$ cat src/rtl/axis_i2s_master.sv
// I2S clock-master transceiver.
// The block generates BCLK and LRCLK from aclk. It serialises AXI4-Stream
// stereo words to the DAC pin and deserialises ADC bits into AXI4-Stream
// stereo words. Slot timing follows standard I2S: the MSB appears one BCLK
// after LRCLK changes.
module axis_i2s_master #(
  parameter int AXIS_TDATA_WIDTH = 32,
  parameter int SLOT_WIDTH       = 32,
  parameter int BCLK_HALF        = 4
) (
  input  logic                        aclk,
  input  logic                        aresetn,
  output logic                        i2s_bclk,
  output logic                        i2s_lrclk,
  output logic                        i2s_dac_data,
  input  logic                        i2s_adc_data,
  output logic                        s_axis_tready,
  input  logic [AXIS_TDATA_WIDTH-1:0] s_axis_tdata,
  input  logic                        s_axis_tvalid,
  input  logic                        m_axis_tready,
  output logic [AXIS_TDATA_WIDTH-1:0] m_axis_tdata,
  output logic                        m_axis_tvalid
);

  localparam int W  = AXIS_TDATA_WIDTH;
  localparam int D  = W / 2;
  localparam int BW = $clog2(2 * SLOT_WIDTH);
  localparam int PW = $clog2(SLOT_WIDTH);
  localparam int CW = $clog2(BCLK_HALF);

  localparam logic [BW-1:0] B_LAST  = BW'(2 * SLOT_WIDTH - 1);
  localparam logic [BW-1:0] B_SLOT  = BW'(SLOT_WIDTH);
  localparam logic [CW-1:0] PS_LAST = CW'(BCLK_HALF - 1);
  localparam logic [PW-1:0] P_D     = PW'(D);

  logic [CW-1:0] presc;
  logic [BW-1:0] b;
  logic [W-1:0]  hold;
  logic [D-1:0]  shreg;
  logic [D-1:0]  left_cap;
  // Set by the first frame start after reset; blocks a partial word that
  // was only half-collected before that frame start.
  logic          armed;

  logic          tc, rise, fall, frame_start;
  logic [BW-1:0] b_new;
  logic          right_new, right_cur;
  logic [PW-1:0] p_new, p_cur;
  logic [D-1:0]  dac_half, dac_shift;
  logic          dac_next;
  logic [D-1:0]  sh_next;
  logic          adc_take, word_done;

  // Decode the BCLK events and the slot position before and after a fall event.
  always_comb begin
    tc          = (presc == PS_LAST);
    rise        = tc & ~i2s_bclk;
    fall        = tc & i2s_bclk;
    b_new       = (b == B_LAST) ? '0 : b + 1'b1;
    right_new   = (b_new >= B_SLOT);
    right_cur   = (b >= B_SLOT);
    p_new       = right_new ? PW'(b_new - B_SLOT) : PW'(b_new);
    p_cur       = right_cur ? PW'(b - B_SLOT) : PW'(b);
    frame_start = fall & (b_new == '0);
    dac_half    = right_new ? hold[D-1:0] : hold[W-1:D];
    dac_shift   = dac_half >> (P_D - p_new);
    dac_next    = ((p_new != '0) && (p_new <= P_D)) ? dac_shift[0] : 1'b0;
    sh_next     = {shreg[D-2:0], i2s_adc_data};
    adc_take    = rise & (p_cur != '0) & (p_cur <= P_D);
    word_done   = adc_take & (p_cur == P_D);
  end

  assign s_axis_tready = frame_start;

  // Clock generation, DAC serialisation, ADC deserialisation and the m_axis handshake.
  always_ff @(posedge aclk) begin
    if (!aresetn) begin
      presc         <= '0;
      i2s_bclk      <= 1'b0;
      i2s_lrclk     <= 1'b1;
      i2s_dac_data  <= 1'b0;
      b             <= B_LAST;
      hold          <= '0;
      shreg         <= '0;
      left_cap      <= '0;
      armed         <= 1'b0;
      m_axis_tdata  <= '0;
      m_axis_tvalid <= 1'b0;
    end else begin
      presc <= tc ? '0 : presc + 1'b1;
      if (tc) i2s_bclk <= ~i2s_bclk;

      if (fall) begin
        b            <= b_new;
        i2s_lrclk    <= right_new;
        i2s_dac_data <= dac_next;
      end

      if (frame_start) begin
        hold  <= s_axis_tvalid ? s_axis_tdata : '0;
        armed <= 1'b1;
      end

      if (adc_take) shreg <= sh_next;
      if (word_done && !right_cur) left_cap <= sh_next;

      if (word_done && right_cur && armed) begin
        m_axis_tdata  <= {left_cap, sh_next};
        m_axis_tvalid <= 1'b1;
      end else if (m_axis_tvalid && m_axis_tready) begin
        m_axis_tvalid <= 1'b0;
      end
    end
  end

endmodule

$ cat config.mk
export PLATFORM = sky130hd
export DESIGN_NAME = axis_i2s_master
export DESIGN_NICKNAME = d
export VERILOG_FILES = /design/src/rtl/axis_i2s_master.sv
export SDC_FILE = /design/constraint.sdc
export NUM_CORES = 1
export LEC_CHECK = 0
export CORE_MARGIN = 5
export CORE_UTILIZATION = 55
export CTS_CLUSTER_DIAMETER = 150
export DETAILED_ROUTE_END_ITERATION = 10
export PLACE_DENSITY = 0.81
export REMOVE_ABC_BUFFERS = 1
export SETUP_SLACK_MARGIN = 0.05
export SLEW_MARGIN = 20
export SYNTH_ARGS = -nofsm -noshare
export SYNTH_HDL_FRONTEND = slang
export SYNTH_SLANG_ARGS = --single-unit
export TNS_END_PERCENT = 10
$ cat constraint.sdc
create_clock -name aclk -period 3.65 [get_ports aclk]
set_input_delay 0.73 -clock aclk [delete_from_list [all_inputs] [get_ports aclk]]
set_output_delay 0.73 -clock aclk [all_outputs]
set_load 0.02 [all_outputs]
# After elaboration in Yosys (flattened, before gate mapping)
# Index checks and enable logic that the tools add are counted.
dict set report totals {
  ff_bits 108
  word_cells 51
  output_inout_bits 37
  in_bits 37
}
dict set report op_classes {
  shift 1
  order_cmp 4
  n_mux 8
  reduce_logical 11
  bitwise_logic 8
  addsub 5
  n_eq_ne 3
}
# op n
set ops {}
lappend ops {{32-bit two-way mux} 1}
lappend ops {{16-bit two-way mux} 1}
lappend ops {{16-bit by 5-bit >> shifter with 1-bit output} 1}
lappend ops {{6-bit >= comparator, second input constant} 2}
lappend ops {{5-bit less-or-equal comparator, second input constant} 2}
lappend ops {{5-bit two-way mux} 2}
lappend ops {{5-bit nonzero test} 2}
lappend ops {{5-bit by 1-bit subtractor with 5-bit output, second input constant} 2}
lappend ops {{6-bit by 1-bit adder with 6-bit output, second input constant} 1}
lappend ops {{1-bit AND} 6}
lappend ops {{6-bit == test, second input constant} 1}
lappend ops {{6-bit zero test} 1}
lappend ops {{6-bit two-way mux} 1}
lappend ops {{5-bit == test, second input constant} 1}
lappend ops {{1-bit logical AND} 5}
lappend ops {{5-bit subtractor, first input constant} 1}
lappend ops {{1-bit two-way mux} 3}
lappend ops {{2-bit by 1-bit adder with 2-bit output, second input constant} 1}
lappend ops {{2-bit == test, second input constant} 1}
lappend ops {{1-bit NOT} 2}
lappend ops {{2-bit nonzero test} 1}
lappend ops {{2-bit OR reduction} 1}
lappend ops {{1-bit zero test} 1}

# Logic depth before layout (Yosys ltp)
# Gate-level depths: netlist of run 1.
dict set report depth {
  ltp_word 9
  mapped_depth 11
  ltp_nobuf 8
}

# Worst setup path before layout of run 1
# Ideal clock, no wire load.
dict set report synth_path {
  kind {register to output}
  from {register b[0]}
  to {output s_axis_tready}
  n_path_buf 2
  arrival_ns 1.766
  required_time_ns 2.920
  path_stages_with_launch 9
  path_slack_ns 1.154
  path_cell_list {dfxtp_1 -> ha_1 -> a21oi_1 -> o21ai_4 -> nand2_4 -> or4_1 -> buf_2 -> inv_4 -> buf_6}
}
dict set report synth_between {
  elab_chain_len 4
  elab_cells_between_ends 5
  cone_classes {add/sub (1); eq/ne (1); mux (1); bitwise (1); reduce/logical (1)}
}
# item line_no
set synth_rtl {}
lappend synth_rtl {{from (decl)} 37} ;# logic [BW-1:0] b;
lappend synth_rtl {{from (signal assigned)} 94} ;# b <= b_new;
lappend synth_rtl {{6-bit by 1-bit adder with 6-bit output or 6-bit == test (tied branches)} 59} ;# b_new = (b == B_LAST) ? '0 : b + 1'b1;
lappend synth_rtl {{6-bit two-way mux *} 59}
lappend synth_rtl {{6-bit zero test *} 64} ;# frame_start = fall & (b_new == '0);
lappend synth_rtl {{1-bit AND *} 64}
lappend synth_rtl {{to (decl)} 17} ;# output logic s_axis_tready,
# Mark *: on every way between the ends. The rest lies on a longest branch, timed or not.

# Worst setup path after layout of run 1
# Ends and elaborated chain as after synthesis.

==> impl_metrics.prom, run 1 <==
# TYPE chip_impl_metric gauge
chip_impl_metric{name="critical_path.max_stage_delay",unit="ns"} 0.59
chip_impl_metric{name="pre_cts_slack",unit="ns"} 0.204
chip_impl_metric{name="static-leakage-power",unit="nW"} 2.05
chip_impl_metric{name="fmaxAchievable",unit="GHz"} 0.292
chip_impl_metric{name="die_y",unit="um"} 104
chip_impl_metric{name="post-dp-hpwl",unit="mm"} 7.01
chip_impl_metric{name="top_level_ports",unit=""} 74
chip_impl_metric{name="postRouteWirelength",unit="mm"} 10.1
chip_impl_metric{name="post-route-drc-count",unit=""} 0
chip_impl_metric{name="synth.avg_cell_area",unit="um2"} 8.99
chip_impl_info{name="clock-root-buffer",value="clkbuf_8"} 1
chip_impl_metric{name="synthesis.yosys.warnings",unit=""} 0
chip_impl_metric{name="antenna_violating_nets_post_route",unit=""} 0
chip_impl_metric{name="initial_utilization",unit="%"} 55.9
chip_impl_metric{name="final.setup.worst_slack",unit="ns"} 0.226
chip_impl_metric{name="dieWidth",unit="um"} 104
chip_impl_metric{name="timing.critical_path.buf_inv",unit=""} 3
chip_impl_metric{name="rows",unit=""} 34
chip_impl_metric{name="fin_crit",unit="ns"} 3.42
chip_impl_metric{name="grt_pass1_wl",unit="mm"} 17.8
chip_impl_metric{name="worst-endpoint-required",unit="ns"} 2.92
chip_impl_metric{name="final-max-slew-violation-count",unit=""} 0
chip_impl_metric{name="combinationalPowerShare",unit="%"} 5.4
chip_impl_info{name="path_delay_family",value="buffers and inverters"} 1
chip_impl_info{name="commonest_cells_after_routing_fill_and_taps_aside",value="nand2_1, dfxtp_1, clkdlybuf4s50_1, nand3_1, a21boi_0"} 1
chip_impl_metric{name="grt_start_max_net_pins",unit=""} 77
chip_impl_metric{name="post_drt_wl_per_cell",unit="um"} 14.5
chip_impl_metric{name="rr_worst_depth",unit=""} 8
chip_impl_metric{name="core_area",unit="mm2"} 0.00864
chip_impl_metric{name="post-synth-top-area-fraction",unit="%"} 44.8
chip_impl_metric{name="grt_usage",unit="%"} 19.3
chip_impl_metric{name="synth-async-reset-ratio",unit="%"} 0
chip_impl_metric{name="cellInternalPower",unit="mW"} 1.57
chip_impl_info{name="clock_tree_from_tritoncts",value="built"} 1
chip_impl_info{name="synth.largest_area_cell",value="dfxtp_1"} 1
chip_impl_metric{name="share_clk_of_total_power",unit="%"} 36.0
chip_impl_metric{name="synth_cell_type_count",unit=""} 52
chip_impl_metric{name="grt.overflow.total",unit=""} 0
chip_impl_metric{name="clock_tree.htree_level_count",unit=""} 3
chip_impl_metric{name="cts.sinks",unit=""} 108
chip_impl_metric{name="netlist_area",unit="mm2"} 0.00483
chip_impl_metric{name="tightest_slew",unit="ns"} 0.987
chip_impl_metric{name="finalSetupViolCount",unit=""} 0
chip_impl_info{name="final_common_cell",value="nand2_1"} 1
chip_impl_metric{name="drv_cap",unit=""} 0
chip_impl_metric{name="worst_ep_arrival_time",unit="ns"} 2.69
chip_impl_metric{name="fp.dieArea",unit="mm2"} 0.0108
chip_impl_metric{name="power_frac_seq",unit="%"} 58.6
chip_impl_metric{name="clock_insertion_delay_worst_skew",unit="ns"} 0.37
chip_impl_metric{name="cts.path.max_buffers",unit=""} 2
chip_impl_metric{name="tritoncts_buffer_count",unit=""} 9
chip_impl_metric{name="synth_seq_cells",unit=""} 108
chip_impl_metric{name="worst_slew_margin_rel",unit="%"} 34.0
chip_impl_info{name="critical_path.cell_chain",value="buf_4 -> a21oi_1 -> o21ai_4 -> nand2_4 -> or4_4 -> inv_4 -> clkdlybuf4s50_1"} 1
chip_impl_metric{name="post_synth_edffs",unit=""} 0
chip_impl_metric{name="finalCritPeriodShare",unit="%"} 93.8
chip_impl_metric{name="drt_pass1_iterations",unit=""} 4
chip_impl_metric{name="final_hold_viol_count",unit=""} 0
chip_impl_metric{name="share_of_layout_cells_above_drive_strength_1",unit="%"} 8.45
chip_impl_info{name="crit_end_element",value="output port"} 1
chip_impl_metric{name="hold-path-cell-count",unit=""} 1
chip_impl_metric{name="syn_inst",unit=""} 537
chip_impl_metric{name="net_switching_fraction_of_the_power",unit="%"} 22.5
chip_impl_metric{name="viasPerCell",unit=""} 5.38
chip_impl_info{name="crit_path_top_delay_cell",value="clkdlybuf4s50_1"} 1
chip_impl_info{name="outcome",value="complete, no violations"} 1
chip_impl_metric{name="power_density",unit="mW/mm2"} 351
chip_impl_metric{name="worstPathMaxFanout",unit=""} 9
chip_impl_metric{name="clkSlewWorstSetupHoldPaths",unit="ns"} 0.10
chip_impl_metric{name="first_global_vias",unit=""} 3803
chip_impl_info{name="worstSetupPathType",value="reg2out"} 1
chip_impl_metric{name="detailroute.via_count",unit=""} 3763
chip_impl_info{name="yosys-top-cells-area",value="dfxtp_1, nand2_1, mux2i_1, a21boi_0, a21boi_1"} 1
chip_impl_metric{name="initial_antenna_violation_count",unit=""} 0
chip_impl_metric{name="max-vdd-ir-drop",unit="uV"} 261
chip_impl_info{name="hold_path.class",value="reg2reg"} 1
chip_impl_metric{name="nets",unit=""} 628
chip_impl_metric{name="fin_worst_skew",unit="ns"} 0.0115
chip_impl_info{name="grt_setup_unrepaired",value="false"} 1
chip_impl_metric{name="drt_first_iter_violations",unit=""} 150
chip_impl_info{name="dominantRegCellSynth",value="dfxtp_1"} 1
chip_impl_info{name="start_kind",value="register"} 1
chip_impl_metric{name="cp_num_cells",unit=""} 7
chip_impl_metric{name="gp_routability_congestion",unit=""} 0.851
chip_impl_metric{name="areaGrowthSynthToFinish",unit="%"} 19.2
chip_impl_metric{name="cts-hold-fix-buffers",unit=""} 0
chip_impl_metric{name="synth-seq-area-share",unit="%"} 44.8
chip_impl_metric{name="netSwitchingPower",unit="mW"} 0.455
chip_impl_metric{name="finalSetupTns",unit="ns"} 0
chip_impl_metric{name="numPortBuffers",unit=""} 73
chip_impl_metric{name="n_antenna_cell",unit=""} 0
## flip-flops by register name, indices dropped and copies added, names as in the netlist
signal / count
presc: 2
shreg: 15
i2s_dac_data: 1
hold: 32
m_axis_tdata: 32
i2s_bclk: 1
left_cap: 16
b: 6
m_axis_tvalid: 1
i2s_lrclk: 1
armed: 1
## stage by stage
step	area, um2	utilization, %	power, mW	cells	hold slack (ns)
2_1_floorplan	4570	-	1.25	491	0.403
3_3_place_gp	5520	63.9	1.32	682	0.412
3_5_place_dp	5520	63.9	1.32	682	0.427
4_1_cts	5730	66.4	2.05	697	0.444
5_1_grt	5760	66.7	2.10	700	0.479
6_report	5760	66.7	2.02	700	0.437
## per-layer routing
layer / part of all wire [%] / vias to the layer above / global-route usage (%)
met4: 0.80 / 0 / 3.98
met1: 48 / 1759 / 26.2
met3: 4.0 / 9 / 4.60
met5: 0 / - / 0
li1: - / 1928 / -
met2: 47 / 67 / 31.4
## kinds of logic after synthesis
group	Yosys count	synth area share, %
AO/OA/AOI/OAI	109	17.3
XOR/XNOR	5	0.907
adder cells (fa/ha/maj)	3	0.777
buffers and inverters	51	5.78
flip-flops	108	44.8
multiplexers	40	8.37
AND/OR/NAND/NOR	221	22.1
## synth_stat cells, types with 3 or more instances
library cell,number
buf_4,5
nor3_1,4
buf_6,7
dfxtp_1,108
a21boi_0,40
nor3b_1,4
nor2_1,7
nor4_1,3
o21ai_0,10
mux2_2,3
and2_1,4
inv_1,4
a21oi_1,7
nand2_1,111
ha_1,3
a31oi_1,3
buf_2,11
nor2b_1,31
o211ai_1,3
mux2i_1,37
and3_1,3
nand3_1,41
xor2_1,4
a21boi_1,28
clkbuf_1,22
## power groups by stage
stage                     registers, mW  logic (mW)  clock network (mW)
after floorplan                    1.22      0.0380                   0
after global placement             1.21       0.106                   0
after detailed placement           1.21       0.108                   0
after CTS                          1.19       0.109               0.754
after global routing               1.19       0.117               0.799
final                              1.19       0.109               0.728
## final cells by class
class                   count  area (um2)
fillers                   713        2880
multi-input cells         378        2400
flip-flops and latches    108        2170
repair buffers             86         831
well taps                 108         135
clock buffers               9         124
clock inverters             6        72.6
inverters                   5        21.3
## path summary, 6_finish.rpt
check                           startpoint             to  slack, ns
worst min-delay path              presc[0]       presc[0]       0.44
worst min register to register    presc[0]       presc[0]       0.44
worst max-delay path                  b[0]  s_axis_tready       0.23
worst max register to register        b[0]       shreg[5]       1.13
## what timing repair did
action | CTS | global route
endpoints found under the setup margin | 1 | 1
setup buffers | 0 | 3
pin swaps | 0 | 1
cloned | 0 | 0
gates resized for setup | 3 | 5
Power figures use the tool's default switching activity.
==> inputs of run 2 (changes only) <==
Settings changed: CTS_CLUSTER_SIZE set to 24.
==> results of run 2 <==
No change in the layout: final DEF, timing and power equal those of run 1.
==> inputs of run 3 (changes only) <==
Settings changed: CORE_MARGIN 5 to not set.
==> run 3 against run 2 <==
  * Fmax rose by 2.5%
  * Critical path depth did not move
  * Setup slack improved by 0.084 ns
  * Die area fell by 15%
  * Flip-flop and latch count did not move
  * Power fell by 0.48%
  * Global-route usage rose by 3.8 points
  * Routed wire length fell by 3.0%
==> impl_metrics.prom, run 3 (synthesis gave the netlist of run 1 again) <==
# TYPE chip_impl_metric gauge
chip_impl_info{name="outcome",value="complete, no violations"} 1
chip_impl_metric{name="drt_first_iter_violations",unit=""} 162
chip_impl_metric{name="area_of_all_placed_cells_without_fillers",unit="mm2"} 0.00571
chip_impl_info{name="hold_path.class",value="reg2reg"} 1
chip_impl_metric{name="drv_cap",unit=""} 0
chip_impl_metric{name="max-vdd-ir-drop",unit="uV"} 210
chip_impl_info{name="commonest_cells_after_routing_fill_and_taps_aside",value="nand2_1, dfxtp_1, clkdlybuf4s50_1, nand3_1, a21boi_0"} 1
chip_impl_metric{name="finalCritPeriodShare",unit="%"} 91.5
chip_impl_metric{name="cell_area_placed",unit="mm2"} 0.00551
chip_impl_metric{name="post_drt_wl_per_cell",unit="um"} 14.1
chip_impl_metric{name="top_level_ports",unit=""} 74
chip_impl_metric{name="grt_pass1_wl",unit="mm"} 16.6
chip_impl_metric{name="fin_worst_skew",unit="ns"} 0.0187
chip_impl_metric{name="clock_insertion_delay_worst_skew",unit="ns"} 0.37
chip_impl_metric{name="areaGrowthSynthToFinish",unit="%"} 18.3
chip_impl_metric{name="initial_utilization",unit="%"} 57.9
chip_impl_metric{name="viasPerCell",unit=""} 5.47
chip_impl_metric{name="tightest_slew",unit="ns"} 0.987
chip_impl_metric{name="finalSetupTns",unit="ns"} 0
chip_impl_metric{name="drt_pass1_iterations",unit=""} 4
chip_impl_metric{name="cts.sinks",unit=""} 108
chip_impl_metric{name="die_y",unit="um"} 95.7
chip_impl_metric{name="clkSlewWorstSetupHoldPaths",unit="ns"} 0.10
chip_impl_metric{name="final_cells",unit=""} 696
chip_impl_info{name="start_kind",value="register"} 1
chip_impl_metric{name="power_density",unit="mW/mm2"} 352
chip_impl_metric{name="static-leakage-power",unit="nW"} 2.03
chip_impl_metric{name="layout.core_utilization",unit="%"} 68.5
chip_impl_metric{name="detailroute.via_count",unit=""} 3804
chip_impl_metric{name="rows",unit=""} 33
chip_impl_metric{name="grt_start_max_net_pins",unit=""} 57
chip_impl_metric{name="worstPathMaxFanout",unit=""} 8
chip_impl_info{name="worstSetupPathType",value="reg2out"} 1
chip_impl_metric{name="n_antenna_cell",unit=""} 0
chip_impl_metric{name="fin_crit",unit="ns"} 3.34
chip_impl_metric{name="cts.path.max_buffers",unit=""} 2
chip_impl_metric{name="dieWidth",unit="um"} 95.7
chip_impl_metric{name="num-fill-cells",unit=""} 675
chip_impl_info{name="clock_tree_from_tritoncts",value="built"} 1
chip_impl_metric{name="fp.dieArea",unit="mm2"} 0.00916
chip_impl_metric{name="tritoncts_buffer_count",unit=""} 9
chip_impl_metric{name="final-max-slew-violation-count",unit=""} 0
chip_impl_metric{name="antenna_violating_nets_post_route",unit=""} 0
chip_impl_info{name="grt_setup_unrepaired",value="false"} 1
chip_impl_metric{name="worst-endpoint-required",unit="ns"} 2.92
chip_impl_metric{name="initial_antenna_violation_count",unit=""} 0
chip_impl_metric{name="clock_tree.htree_level_count",unit=""} 3
chip_impl_metric{name="worst_slew_margin_rel",unit="%"} 34.0
chip_impl_metric{name="grt.overflow.total",unit=""} 0
chip_impl_metric{name="grt_usage",unit="%"} 23.1
chip_impl_metric{name="gp_routability_congestion",unit=""} 0.854
chip_impl_metric{name="place.detailed.instances",unit=""} 680
chip_impl_metric{name="fmaxAchievable",unit="GHz"} 0.299
chip_impl_metric{name="postRouteWirelength",unit="mm"} 9.84
chip_impl_info{name="crit_end_element",value="output port"} 1
chip_impl_metric{name="hold-worst-slack",unit="ns"} 0.437
chip_impl_metric{name="worst_ep_arrival_time",unit="ns"} 2.61
chip_impl_metric{name="first_global_vias",unit=""} 3577
chip_impl_metric{name="final_hold_viol_count",unit=""} 0
chip_impl_metric{name="post-route-drc-count",unit=""} 0
chip_impl_metric{name="post-dp-hpwl",unit="mm"} 6.72
chip_impl_metric{name="finalSetupViolCount",unit=""} 0
chip_impl_info{name="clock-root-buffer",value="clkbuf_8"} 1
chip_impl_metric{name="cts-hold-fix-buffers",unit=""} 0
chip_impl_metric{name="nets",unit=""} 626
chip_impl_metric{name="numPortBuffers",unit=""} 73
chip_impl_info{name="regs_by_ff_count",value="hold: 32 flops, m_axis_tdata: 32 flops, left_cap: 16 flops"} 1
chip_impl_metric{name="core_area",unit="mm2"} 0.00834
chip_impl_info{name="final_common_cell",value="nand2_1"} 1
chip_impl_metric{name="share_of_layout_cells_above_drive_strength_1",unit="%"} 7.78
chip_impl_metric{name="post-cts-setup-buffers",unit=""} 0
run 3: repair_timing:
item | 4_1_cts | 5_1_grt
hold endpoints to repair | 0 | 0
resized for setup | 4 | 0
endpoints found under the setup margin | 1 | 0
run 3: layer usage:
metal	track usage, %	part of all wire [%]	vias up
met4	6.72	1.2	0
met5	0	0	-
met2	37.5	46	72
li1	-	-	1936
met3	3.08	3.0	10
met1	32.2	50	1786
run 3: through the flow:
step / power, mW / worst slack, ns
finish: 2.01 / 0.310
global route: 2.10 / 0.172
CTS: 2.04 / 0.295
detailed placement: 1.32 / 0.239
global placement: 1.32 / 0.298
floorplan: 1.25 / 0.213
run 3: area by class of cell:
type / instances / area [um2] / share of cell area (%)
Clock buffer: 9 / 124 / 2.17
Clock inverter: 7 / 80.1 / 1.40
Inverter: 5 / 21.3 / 0.372
Multi-Input combinational cell: 378 / 2390 / 41.8
Sequential cell: 108 / 2160 / 37.9
Tap cell: 105 / 131 / 2.30
Timing Repair Buffer: 84 / 802 / 14.0
run 3: path summary, 6_finish.rpt:
check / depth (start not counted) / slack, ns / endpoint / from
worst min register to register: 1 / 0.44 / presc[0] / presc[0]
worst min-delay path: 1 / 0.44 / presc[0] / presc[0]
worst max register to register: 9 / 1.02 / hold[1] / b[1]
worst max-delay path: 7 / 0.31 / s_axis_tready / b[1]
run 3: critical path, stage by stage, from the launching register on:
cell and delay, ns:
dfxtp_2 0.44, ha_2 0.30, a21oi_1 0.10, o21ai_4 0.26, nand2_4 0.13, or4_1 0.59
inv_4 0.09, dlygate4sd2_1 0.34
run 3: report_power, final:
part / switching (mW) / total (mW) / leakage (nW) / internal (mW)
logic: 0.0441 / 0.106 / 1.07 / 0.0623
registers: 0.00484 / 1.19 / 0.869 / 1.18
clock network: 0.447 / 0.720 / 0.0994 / 0.273
